**config.mk**
```make
export PLATFORM = sky130hd
export DESIGN_NAME = sound_seq_flat
export DESIGN_NICKNAME = d
export VERILOG_FILES = /design/src/rtl/sound_seq_if.sv /design/src/rtl/sound_seq.sv /design/src/flat_wrapper.sv
export SDC_FILE = /design/constraint.sdc
export NUM_CORES = 1
export LEC_CHECK = 0
export CAP_MARGIN = 0
export CORE_UTILIZATION = 55
export DETAILED_ROUTE_END_ITERATION = 12
export PLACE_DENSITY_LB_ADDON = 0.15
export SLEW_MARGIN = 20
export SYNTH_ARGS = -nofsm -noshare
export SYNTH_HDL_FRONTEND = slang
export SYNTH_SLANG_ARGS = --single-unit
```
**constraint.sdc**
```tcl
create_clock -name clk_100MHz -period 2.6 [get_ports clk_100MHz]
set_clock_uncertainty 0.2 [all_clocks]
set_input_delay 0.52 -clock clk_100MHz [delete_from_list [all_inputs] [get_ports clk_100MHz]]
set_output_delay 0.52 -clock clk_100MHz [all_outputs]
set_load 0.01 [all_outputs]
```
**src/rtl/sound_seq_if.sv**
```systemverilog
// Control/status bundle of the tone sequencer.
// master = the side that requests playback, slave = the sequencer.
interface sound_seq_if;
    logic       play;
    logic       abort;
    logic       speaker;
    logic       busy;
    logic [3:0] step;
    logic       done;

    modport master (output play, abort, input speaker, busy, step, done);
    modport slave  (input play, abort, output speaker, busy, step, done);
endinterface

```
**src/rtl/sound_seq.sv**
```systemverilog
// Plays a fixed table of square-wave tones, each step lasting STEP_MS,
// with optional GAP_MS silence between steps, looping and retrigger.
module sound_seq #(
    parameter int unsigned             CLK_FREQ   = 100_000_000,
    parameter int unsigned             NUM_STEPS  = 4,
    parameter logic [16*NUM_STEPS-1:0] TONE_TABLE = {16'd440, 16'd2000, 16'd1000, 16'd500},
    parameter int unsigned             STEP_MS    = 500,
    parameter int unsigned             GAP_MS     = 0,
    parameter bit                      LOOP       = 1'b0,
    parameter bit                      RETRIGGER  = 1'b0
) (
    input  logic       clk_100MHz,
    input  logic       rst_n,
    sound_seq_if.slave io
);

    localparam int unsigned STEP_CYC = CLK_FREQ / 1000 * STEP_MS;
    localparam int unsigned GAP_CYC  = CLK_FREQ / 1000 * GAP_MS;
    localparam int unsigned DUR_MAX  = (STEP_CYC > GAP_CYC) ? STEP_CYC : GAP_CYC;
    localparam int unsigned DW       = (DUR_MAX > 1) ? $clog2(DUR_MAX) : 1;

    // Half-period in cycles of step i; 0 marks a rest.
    function automatic int unsigned half_of(input int unsigned i);
        int unsigned f;
        f = 32'(TONE_TABLE[16*i +: 16]);
        if (f == 0) return 0;
        return ((CLK_FREQ / (2 * f)) > 0) ? (CLK_FREQ / (2 * f)) : 1;
    endfunction

    function automatic int unsigned max_half();
        int unsigned m;
        m = 1;
        for (int unsigned i = 0; i < NUM_STEPS; i++)
            if (half_of(i) > m) m = half_of(i);
        return m;
    endfunction

    localparam int unsigned HALF_MAX = max_half();
    localparam int unsigned TW       = (HALF_MAX > 1) ? $clog2(HALF_MAX) : 1;
    localparam logic [3:0]  LAST     = 4'(NUM_STEPS - 1);

    typedef enum logic [1:0] {IDLE, TONE, GAP} state_t;

    logic [15:0][TW-1:0] half_m1;
    logic [15:0]         rest;

    for (genvar g = 0; g < 16; g++) begin : g_tab
        if (g < NUM_STEPS) begin : g_used
            localparam int unsigned H = half_of(g);
            assign half_m1[g] = (H == 0) ? '0 : TW'(H - 1);
            assign rest[g]    = (H == 0);
        end else begin : g_unused
            assign half_m1[g] = '0;
            assign rest[g]    = 1'b1;
        end
    end

    state_t        state;
    logic [2:0]    sync;
    logic          sync_d;
    logic [1:0]    warm;
    logic [DW-1:0] dur;
    logic [TW-1:0] tcnt;
    logic          speaker_q;
    logic          busy_q;
    logic [3:0]    step_q;
    logic          done_q;
    logic          start_c;
    logic [3:0]    next_step_c;

    // sync_d resets high and only follows once the synchronizer holds real
    // samples, so a play level already high at reset release is not an edge.
    assign start_c     = (warm == 2'd3) && sync[2] && !sync_d;
    assign next_step_c = (step_q == LAST) ? 4'd0 : step_q + 4'd1;

    always_ff @(posedge clk_100MHz or negedge rst_n) begin
        if (!rst_n) begin
            sync      <= '0;
            sync_d    <= 1'b1;
            warm      <= '0;
            state     <= IDLE;
            dur       <= '0;
            tcnt      <= '0;
            speaker_q <= 1'b0;
            busy_q    <= 1'b0;
            step_q    <= '0;
            done_q    <= 1'b0;
        end else begin
            sync   <= {sync[1:0], io.play};
            done_q <= 1'b0;
            if (warm != 2'd3) warm <= warm + 2'd1;
            else              sync_d <= sync[2];

            if (io.abort) begin
                state     <= IDLE;
                busy_q    <= 1'b0;
                step_q    <= '0;
                speaker_q <= 1'b0;
                dur       <= '0;
                tcnt      <= '0;
            end else if (start_c && (state == IDLE || RETRIGGER)) begin
                state     <= TONE;
                busy_q    <= 1'b1;
                step_q    <= '0;
                speaker_q <= 1'b0;
                dur       <= '0;
                tcnt      <= '0;
            end else begin
                case (state)
                    IDLE: begin
                    end
                    TONE: begin
                        if (dur == DW'(STEP_CYC - 1)) begin
                            dur       <= '0;
                            tcnt      <= '0;
                            speaker_q <= 1'b0;
                            // A one-shot run ends straight after the last tone;
                            // a looping run keeps the gap before wrapping.
                            if (step_q == LAST && !LOOP) begin
                                state  <= IDLE;
                                busy_q <= 1'b0;
                                step_q <= '0;
                                done_q <= 1'b1;
                            end else if (GAP_CYC != 0) begin
                                state <= GAP;
                            end else begin
                                step_q <= next_step_c;
                            end
                        end else begin
                            dur <= dur + DW'(1);
                            if (rest[step_q]) begin
                                speaker_q <= 1'b0;
                                tcnt      <= '0;
                            end else if (tcnt == half_m1[step_q]) begin
                                speaker_q <= ~speaker_q;
                                tcnt      <= '0;
                            end else begin
                                tcnt <= tcnt + TW'(1);
                            end
                        end
                    end
                    GAP: begin
                        if (dur == DW'(GAP_CYC - 1)) begin
                            dur    <= '0;
                            tcnt   <= '0;
                            state  <= TONE;
                            step_q <= next_step_c;
                        end else begin
                            dur <= dur + DW'(1);
                        end
                    end
                    default: state <= IDLE;
                endcase
            end
        end
    end

    assign io.speaker = speaker_q;
    assign io.busy    = busy_q;
    assign io.step    = step_q;
    assign io.done    = done_q;

endmodule

```
**src/flat_wrapper.sv**
```systemverilog
// flat-port wrapper written by rule: the top's interface ports become plain ports
module sound_seq_flat 
#(
    parameter int unsigned             CLK_FREQ   = 100_000_000,
    parameter int unsigned             NUM_STEPS  = 4,
    parameter logic [16*NUM_STEPS-1:0] TONE_TABLE = {16'd440, 16'd2000, 16'd1000, 16'd500},
    parameter int unsigned             STEP_MS    = 500,
    parameter int unsigned             GAP_MS     = 0,
    parameter bit                      LOOP       = 1'b0,
    parameter bit                      RETRIGGER  = 1'b0
)
  (clk_100MHz, rst_n, io_play, io_abort, io_speaker, io_busy, io_step, io_done);
  sound_seq_if io_i ();
  input  logic clk_100MHz;
  input  logic rst_n;
  input wire logic [$bits(io_i.play)-1:0] io_play;
  input wire logic [$bits(io_i.abort)-1:0] io_abort;
  output wire logic [$bits(io_i.speaker)-1:0] io_speaker;
  output wire logic [$bits(io_i.busy)-1:0] io_busy;
  output wire logic [$bits(io_i.step)-1:0] io_step;
  output wire logic [$bits(io_i.done)-1:0] io_done;
  assign io_i.play = io_play;
  assign io_i.abort = io_abort;
  assign io_speaker = io_i.speaker;
  assign io_busy = io_i.busy;
  assign io_step = io_i.step;
  assign io_done = io_i.done;
  sound_seq #(.CLK_FREQ(CLK_FREQ), .NUM_STEPS(NUM_STEPS), .TONE_TABLE(TONE_TABLE), .STEP_MS(STEP_MS), .GAP_MS(GAP_MS), .LOOP(LOOP), .RETRIGGER(RETRIGGER)) u_core (.clk_100MHz(clk_100MHz), .rst_n(rst_n), .io(io_i));
endmodule
```
; Yosys cells after proc, flatten, opt, wreduce, memory -nomap -nowiden
; Memory sizes are Yosys's and may differ from the RTL's.
; Index checks and enable logic that the tools add are counted.
[classes]
add_sub_neg = 4
multipliers = 0
n_div = 0
n_lt_le_gt_ge = 1
eq_ne = 12
shifts = 0
muxes = 43
n_bitwise = 1
reduce_logical = 15
[op_table]
columns = op, count
row1 = $mux W17, 7
row2 = $mux W26, 4
row3 = $eq A26 B26 Y1 const B, 2
row4 = $pmux W26 S2, 1
row5 = $pmux W17 S2, 1
row6 = $add A26 B1 Y26 const B, 1
row7 = $mux W4, 6
row8 = $add A17 B1 Y17 const B, 1
row9 = $eq A17 B17 Y1, 1
row10 = $mux W1, 17
row11 = $ne A4 B2 Y1 const B, 3
row12 = $mux W2, 5
row13 = $reduce_bool A3 Y1, 3
row14 = $pmux W4 S2, 1
row15 = $pmux W2 S3, 1
row16 = $reduce_and A3 Y1, 2
row17 = $lt A4 B5 Y1 const B, 1
row18 = $reduce_bool A5 Y1, 1
row19 = $add A4 B1 Y4 const B, 1
row20 = $eq A2 B2 Y1 const B, 2
row21 = $eq A4 B2 Y1 const B, 1
row22 = $reduce_and A2 Y1, 2
row23 = $reduce_and A4 Y1, 1
row24 = $reduce_bool A4 Y1, 1
row25 = 8 further kinds, 10
[totals]
reg_bits = 58
latch_bits = 0
ramBits = 0
mem_bits_ro = 288
input_bits = 4
wordCells = 88
n_memories = 2
[mem_list]
columns = memory, depth, width, read_ports, rd_ports_with_merged_regs, write_ports, line_no
row1 = (name not given), 16, 17, 1, 0, 0, sound_seq.sv:134  ; end else if (tcnt == half_m1[step_q]) begin
row2 = (name not given), 16, 1, 1, 0, 0, sound_seq.sv:131  ; if (rest[step_q]) begin

; Depth between registers and ports, before layout
; Gate-level depths: netlist of the first run.
[depth]
word_depth = 9
mapped_depth = 9
depth_no_buf = 8

; Least setup slack after synthesis of the first run
; Ideal clock, no wire load.
[synth_timing]
kind = register to register
startpoint = register u_core.step_q[1], in the netlist u_core.io.step[1]
endpoint = register u_core.speaker_q, in the netlist u_core.io.speaker
setup_ps = 94
arrival_ps = 2287
required_ps = 2306
path_slack_ps = 19
path_stages_with_launch = 9
path_buffers = 0
period_less_slack_ps = 2581
cell_sequence = dfrtp_1 -> inv_1 -> ha_1 -> nand2b_1 -> a211o_1 -> a22oi_1 -> nand3_1 -> or4_1 -> a221oi_2
[synth_between]
elab_chain_cells = 7
[synth_rtl]
columns = item, line_no
row1 = start: declaration, sound_seq.sv:66  ; logic [3:0] step_q;
row2 = start signal: assignment, sound_seq.sv:127  ; step_q <= next_step_c;
row3 = start signal: assignment, sound_seq.sv:147  ; step_q <= next_step_c;
row4 = branches (longest 7 deep; another with $mem_v2 Z16 W17), n/a
row5 = end signal: assignment, sound_seq.sv:135  ; speaker_q <= ~speaker_q;
row6 = end: declaration, sound_seq.sv:64  ; logic speaker_q;
; Parallel ways; which one is timed is not known. The select of a mux whose other input is x is not followed.
; A chain may end at the register's enable or synchronous reset.

; Worst setup path after layout of the first run
[layout_timing]
startpoint = register u_core.step_q[0], in the netlist u_core.io.step[0]
endpoint = register u_core.speaker_q, in the netlist u_core.io.speaker
; Same word-level chain as after synthesis.

==> flow_metrics.tcl, run 1 <==
set metrics [dict create \
    die_w_um 79.2 \
    setup_viol 0 \
    hp-start "u_core.sync[1]$_DFF_PN0_" \
    initial_utilization_pct 58.1 \
    powerDensity_nw_per_um2 496 \
    holdPathEnd "u_core.sync[2]$_DFF_PN0_" \
    synthXorXnorAreaFrac_pct 9.62 \
    syn-num-nets 376 \
    relSlewSlack_pct 72.4 \
    synthCells 362 \
    min_path_type "reg2reg" \
    ys_top_cells_by_area "dfrtp_1, xor2_1, nand2_1" \
    die_area_um2 6270 \
    reg2reg_slack_ns 0.08 \
    clkTransAtPathRegs_ns 0.07 \
    n_antenna_cell 0 \
    r2r-end "u_core.io.speaker$_DFFE_PN0P_" \
    insertion_delay_ns 0.35 \
    ys_seq_area_share_pct 43.5 \
    via_per_inst 6.05 \
    drc 0 \
    async_flop_share_pct 100 \
    finalMaxSlewViolations 0 \
    finalWirelength_um 8150 \
    grt_max_degree 24 \
    first_iter_violations 248 \
    cap_viol_max_count 0 \
    drive_gt1_share_pct 18.4 \
    ant_nets 0 \
    critPathLaunchType "flop" \
    grt-ovfl-total 0 \
    hold_depth 0 \
    cts-root-buf "clkbuf_8" \
    numClockSinks 57 \
    period_minus_slack_ns 2.52 \
    synth_edf_count 0 \
    critPathCaptureType "flop" \
    grt.total_usage_pct 28.4 \
    firstDrtPassIters 5 \
    cp_max_fo 4 \
    crit_required_ns 2.65 \
    synth_warnings 0 \
    grt_pass1_vias 2807 \
    htreeDepth 3 \
    cts.path.max_buffers 2 \
    yosysTopAreaCellShare_pct 42.7 \
    syn_to_final_growth_pct 20.6 \
    antenna_found_initial 0 \
    min_period_over_period_pct 97.0 \
    dp_cells 460 \
    io_buffer_count 10 \
    crit_type "reg2reg" \
    status "completed" \
    synth_cell_types 49 \
    fin_cells 480 \
    worstPathArrival_ns 2.58 \
    p_leak_uw 0.00170 \
    cts_inserted_buffers 9 \
    place_congestion 0.944 \
    core-area_um2 5640 \
    ys_ff_latch 57 \
    worst_pin_slew_ns 0.413 \
    synth-compound-area-share_pct 9.31 \
    syn_area_um2 3280 \
    vias 2905 \
    rows 27 \
    synthFlopType "dfrtp_1" \
    peakVddDrop_mv 0.436 \
    die_h_um 79.2 \
    fin_util_pct 70.1 \
    synthSimpleGateAreaFrac_pct 29.0 \
    synth_fa_ha_area_share_pct 3.82 \
    muxShareOfSynthArea_pct 1.98 \
    finalHoldViolCount 0 \
    wl_per_cell_um 17.0 \
    r2r-start "u_core.io.step[0]$_DFFE_PN0P_" \
    ff2ff_path_depth 8 \
    cts_tree "yes" \
    synth_top_family_by_area "simple AND/OR/NAND/NOR gates" \
    yosysTopAreaCell "dfrtp_1" \
    io-pin-count 11 \
    syn_area_per_cell_um2 9.06 \
    dp_hpwl_um 5680 \
    grt_pass1_wl_um 13500 \
    max_freq_mhz 396 \
    layout.nets 417 \
]
==> registers in the layout (all words and copies together), names as in the netlist <==
| signal | flops |
|---|---|
| u_core.io.done | 1 |
| u_core.tcnt | 17 |
| u_core.io.busy | 1 |
| u_core.io.step | 4 |
| u_core.state | 1 |
| u_core.warm | 2 |
| u_core.sync | 3 |
| u_core.dur | 26 |
| u_core.io.speaker | 1 |
| u_core.sync_d | 1 |
==> cells in the final DEF, fill, tap and decap left out, types with 7 or more instances in the layout <==
cell / instances
nor2_1: 42
nand3_1: 24
o21ai_0: 9
nand4_1: 15
clkdlybuf4s50_1: 9
a21oi_1: 7
nand2b_1: 8
clkbuf_8: 9
and3_1: 14
dfrtp_1: 55
buf_4: 32
nor3_1: 9
nand2_1: 44
xor2_1: 19
xnor2_1: 17
==> layer usage <==
metal,track usage (%),up-vias,routed length (um)
li1,-,1366,-
met1,38.3,1390,3700
met2,43.9,122,3680
met3,6.21,27,559
met4,12.5,0,206
met5,0,-,0
==> metrics by stage <==
step,worst slack (ns),hold WS (ns),setup TNS [ns],total power [uW],area (um2)
after floorplan,0.0185,0.0244,0,966,3280
after global placement,0.110,0.147,0,1020,3630
after detailed placement,0.0434,0.139,0,1020,3630
after CTS,0.0149,0.167,0,1970,3870
after global routing,-0.0115,0.169,-0.0115,2020,3950
final,0.0777,0.164,0,1960,3950
==> where the power goes <==
part	total [uW]	internal (uW)	switching, uW
Sequential	904	895	8.44
Combinational	102	33.1	68.8
Clock	954	549	405
Total	1960	1480	482
==> final cells by class <==
type                            instances  area (um2)
Timing Repair Buffer                   44         357
Multi-Input combinational cell        284        1820
Inverter                                7        26.3
Sequential cell                        57        1430
Clock inverter                          7         103
Fill cell                             435        1690
Tap cell                               72        90.1
Clock buffer                            9         124
==> critical path, stage by stage, from the launching register on <==
cell and delay [ns]:
dfrtp_1 0.40, inv_1 0.16, ha_4 0.24, a222oi_1 0.33, nand2_1 0.15, nor2_2 0.15, nand3_1 0.09, or4_4 0.49
a221oi_2 0.22
==> logic make-up (layout without fill, tap and decap cells) <==
logic type	after synthesis	count (layout)
flops	57	57
mux	6	6
compound gates	43	43
fa+ha+maj	10	10
xor+xnor	36	36
simple gates	189	189
buf+inv	21	67
==> worst max path at each step <==
| stage | from | to | slack, ns | cells past startpoint |
|---|---|---|---|---|
| finish | u_core.io.step[0]$_DFFE_PN0P_ | u_core.io.speaker$_DFFE_PN0P_ | 0.08 | 8 |
| global route | u_core.io.step[0]$_DFFE_PN0P_ | u_core.io.speaker$_DFFE_PN0P_ | -0.01 | 8 |
| CTS | u_core.io.step[1]$_DFFE_PN0P_ | u_core.io.speaker$_DFFE_PN0P_ | 0.01 | 8 |
| detailed placement | u_core.io.step[1]$_DFFE_PN0P_ | u_core.io.speaker$_DFFE_PN0P_ | 0.04 | 8 |
| global placement | io_abort | u_core.dur[23]$_DFFE_PN0P_ | 0.11 | 7 |
| floorplan | u_core.io.step[1]$_DFFE_PN0P_ | u_core.io.speaker$_DFFE_PN0P_ | 0.02 | 8 |
==> Yosys cell counts, types with 2 or more instances <==
master,instances
a21oi_1,7
or4_1,4
nor4_1,4
ha_1,10
nor4bb_1,3
a21o_1,2
and3_1,14
inv_1,7
or2_2,4
o21ai_0,9
xnor2_1,17
and4_1,3
buf_1,3
clkbuf_1,9
o31ai_1,5
nor4b_1,2
a22oi_1,2
nand2b_1,8
nand3_1,25
mux2_2,4
mux2i_1,2
nor2_1,44
nor2b_1,3
nor3_1,9
or3_1,4
xor2_1,19
a211oi_1,2
nand2_1,44
nand4_1,15
dfrtp_1,56
a31oi_1,4
==> what timing repair did <==
action                                  CTS  global route
gates resized for setup                   1            14
hold buffers                              1             0
endpoints found under the setup margin    1             9
endpoints found under the hold margin    17             0
pin swaps                                 0             6
buffers inserted                          0             3
(Power assumes the default switching activity.)
==> run 2, diff against run 1 <==
--- a/config.mk
+++ b/config.mk
@@ -9,7 +9,6 @@
 export CORE_UTILIZATION = 55
 export DETAILED_ROUTE_END_ITERATION = 12
 export PLACE_DENSITY_LB_ADDON = 0.15
-export SLEW_MARGIN = 20
 export SYNTH_ARGS = -nofsm -noshare
 export SYNTH_HDL_FRONTEND = slang
 export SYNTH_SLANG_ARGS = --single-unit
==> results of run 2 <==
The final DEF is identical to that of run 1; final timing and power are the same.
==> run 3, diff against run 2 <==
--- a/config.mk
+++ b/config.mk
@@ -6,8 +6,9 @@
 export NUM_CORES = 1
 export LEC_CHECK = 0
 export CAP_MARGIN = 0
-export CORE_UTILIZATION = 55
+export CORE_UTILIZATION = 60
 export DETAILED_ROUTE_END_ITERATION = 12
+export GPL_TIMING_DRIVEN = 1
 export PLACE_DENSITY_LB_ADDON = 0.15
 export SYNTH_ARGS = -nofsm -noshare
 export SYNTH_HDL_FRONTEND = slang
==> constraint.sdc (replaced) <==
create_clock -name clk_100MHz -period 2.75 [get_ports clk_100MHz]
set_clock_uncertainty 0.2 [all_clocks]
set_input_delay 0.55 -clock clk_100MHz [delete_from_list [all_inputs] [get_ports clk_100MHz]]
set_output_delay 0.55 -clock clk_100MHz [all_outputs]
set_load 0.01 [all_outputs]
==> run 3 against run 2 <==
  * The run now ends with hold timing left
  * Via count down 5.1%
  * Utilization up 2.7 points
  * Power down 11%
  * Critical endpoint unchanged
==> flow_metrics.tcl, run 3 (synthesized netlist as in run 1, its figures left out) <==
set metrics [dict create \
    p_leak_uw 0.00162 \
    finalHoldViolCount 9 \
    vias 2757 \
    grt.total_usage_pct 27.4 \
    min_path_type "in2async" \
    layout.nets 403 \
    io_buffer_count 10 \
    grt_pass1_vias 2704 \
    core-area_um2 5170 \
    cts-root-buf "clkbuf_8" \
    die_h_um 75.9 \
    cp_max_fo 8 \
    fin_util_pct 72.8 \
    crit_required_ns 2.80 \
    finalWirelength_um 7060 \
    first_iter_violations 238 \
    status "complete, but fails checks" \
    htreeDepth 3 \
    dp_hpwl_um 4990 \
    grt_pass1_wl_um 12400 \
    place_area_um2 3550 \
    worstPathArrival_ns 2.66 \
    cts_tree "yes" \
    worst_pin_slew_ns 0.429 \
    p_total_uw 1730 \
    cp_common_cell "ha_1" \
    ant_nets 0 \
    numClockSinks 57 \
    fin_area_um2 3760 \
    die_w_um 75.9 \
    crit_path_top_delay_cell "or4_1" \
    layout_common_cells "dfrtp_1, nor2_1, nand2_1, nand3_1" \
    path_cells "ha_1 > ha_1 > nand2b_1 > mux2_2 > nor2_1 > nand3_1 > or4_1 > a221oi_2" \
    rows 26 \
    powerDensity_nw_per_um2 461 \
    wl_per_cell_um 15.2 \
    hold_buffers 0 \
    clockPowerShare_pct 45.6 \
    peakVddDrop_mv 0.496 \
    cts_inserted_buffers 9 \
    setup_viol 0 \
    critPathLaunchType "flop" \
    regMostFlops "u_core.dur" \
    cap_viol_max_count 0 \
    tns_ns 0 \
    rsz0062_at_grt "no" \
    grt-ovfl-total 0 \
    grt_max_degree 58 \
    switching_share_pct 22.7 \
    critPathCaptureType "flop" \
    crit_type "reg2reg" \
    seqPwrFrac_pct 49.3 \
    syn_to_final_growth_pct 14.8 \
    period_minus_slack_ns 2.61 \
    die_area_um2 5760 \
    clkTransAtPathRegs_ns 0.07 \
    finalMaxSlewViolations 0 \
    io-pin-count 11 \
    layout_commonest_cell "dfrtp_1" \
    largest_reg_flops 26 \
    relSlewSlack_pct 71.2 \
    violations "hold timing" \
    place_congestion 0.919 \
    fin_hold_ws_ns -0.0111 \
    initial_utilization_pct 63.4 \
    fillers 362 \
    p_sw_uw 393 \
    drive_gt1_share_pct 12.7 \
    n_antenna_cell 0 \
    insertion_delay_ns 0.35 \
    firstDrtPassIters 5 \
    antenna_found_initial 0 \
    max_freq_mhz 383 \
    p_int_uw 1340 \
    min_period_over_period_pct 94.9 \
    cts.path.max_buffers 2 \
    power_frac_comb_pct 5.1 \
    via_per_inst 5.94 \
    drc 0 \
    max_stage_delay_ns 0.51 \
]
-- run 3: final timing paths --
check	from	cells after the start	slack, ns	end
max	u_core.io.step[0]$_DFFE_PN0P_	8	0.14	u_core.io.speaker$_DFFE_PN0P_
min	rst_n	2	-0.01	u_core.tcnt[2]$_DFFE_PN0P_
max reg2reg	u_core.io.step[0]$_DFFE_PN0P_	8	0.14	u_core.io.speaker$_DFFE_PN0P_
min reg2reg	u_core.sync[1]$_DFF_PN0_	0	0.16	u_core.sync[2]$_DFF_PN0_
max in group asynchronous	rst_n	2	2.04	u_core.sync_d$_DFFE_PN1N_
min in group clk_100MHz	u_core.sync[1]$_DFF_PN0_	0	0.16	u_core.sync[2]$_DFF_PN0_
-- run 3: final cells by class --
cell class,instances,area [um2],area share (%)
timing repair buffer,30,258,6.85
sequential,57,1430,38.0
multi-input combinational,284,1770,46.9
inverter,7,26.3,0.698
tap,70,87.6,2.33
clock buffer,13,159,4.22
clock inverter,3,40.0,1.06
-- run 3: routing by layer --
metal	GRT usage [%]	vias up	part of all wire, %
met4	13.5	0	2.2
li1	-	1338	-
met3	5.42	16	4.0
met2	44.3	73	49
met1	35.5	1330	45
met5	0	-	0
-- run 3: power groups by stage --
stage                     logic, uW  registers, uW  clock network (uW)
after global placement         88.3            869                   0
after global routing            100            855                 843
after detailed placement       89.9            870                   0
final                          88.7            855                 791
after floorplan                44.3            869                   0
after CTS                      90.4            854                 802
-- run 3: critical path: cells and delay by family (launching register included) --
| family | cells | cell delay [ns] |
|---|---|---|
| and+or+nand+nor | 4 | 0.84 |
| DFF | 1 | 0.45 |
| adders and majority gates | 2 | 0.45 |
| muxes | 1 | 0.34 |
| AOI/OAI and AO/OA | 1 | 0.24 |
-- run 3: repair_timing --
action | in CTS | in global routing
resized for setup | 0 | 3
endpoints found under the setup margin | 0 | 1
setup buffers | 0 | 1
-- run 3: through the flow --
| stage | setup WS, ns | instances |
|---|---|---|
| finish | 0.140 | 464 |
| global route | 0.0259 | 464 |
| CTS | 0.0483 | 463 |
| detailed placement | 0.0566 | 447 |
| global placement | 0.143 | 447 |
| floorplan | 0.169 | 362 |
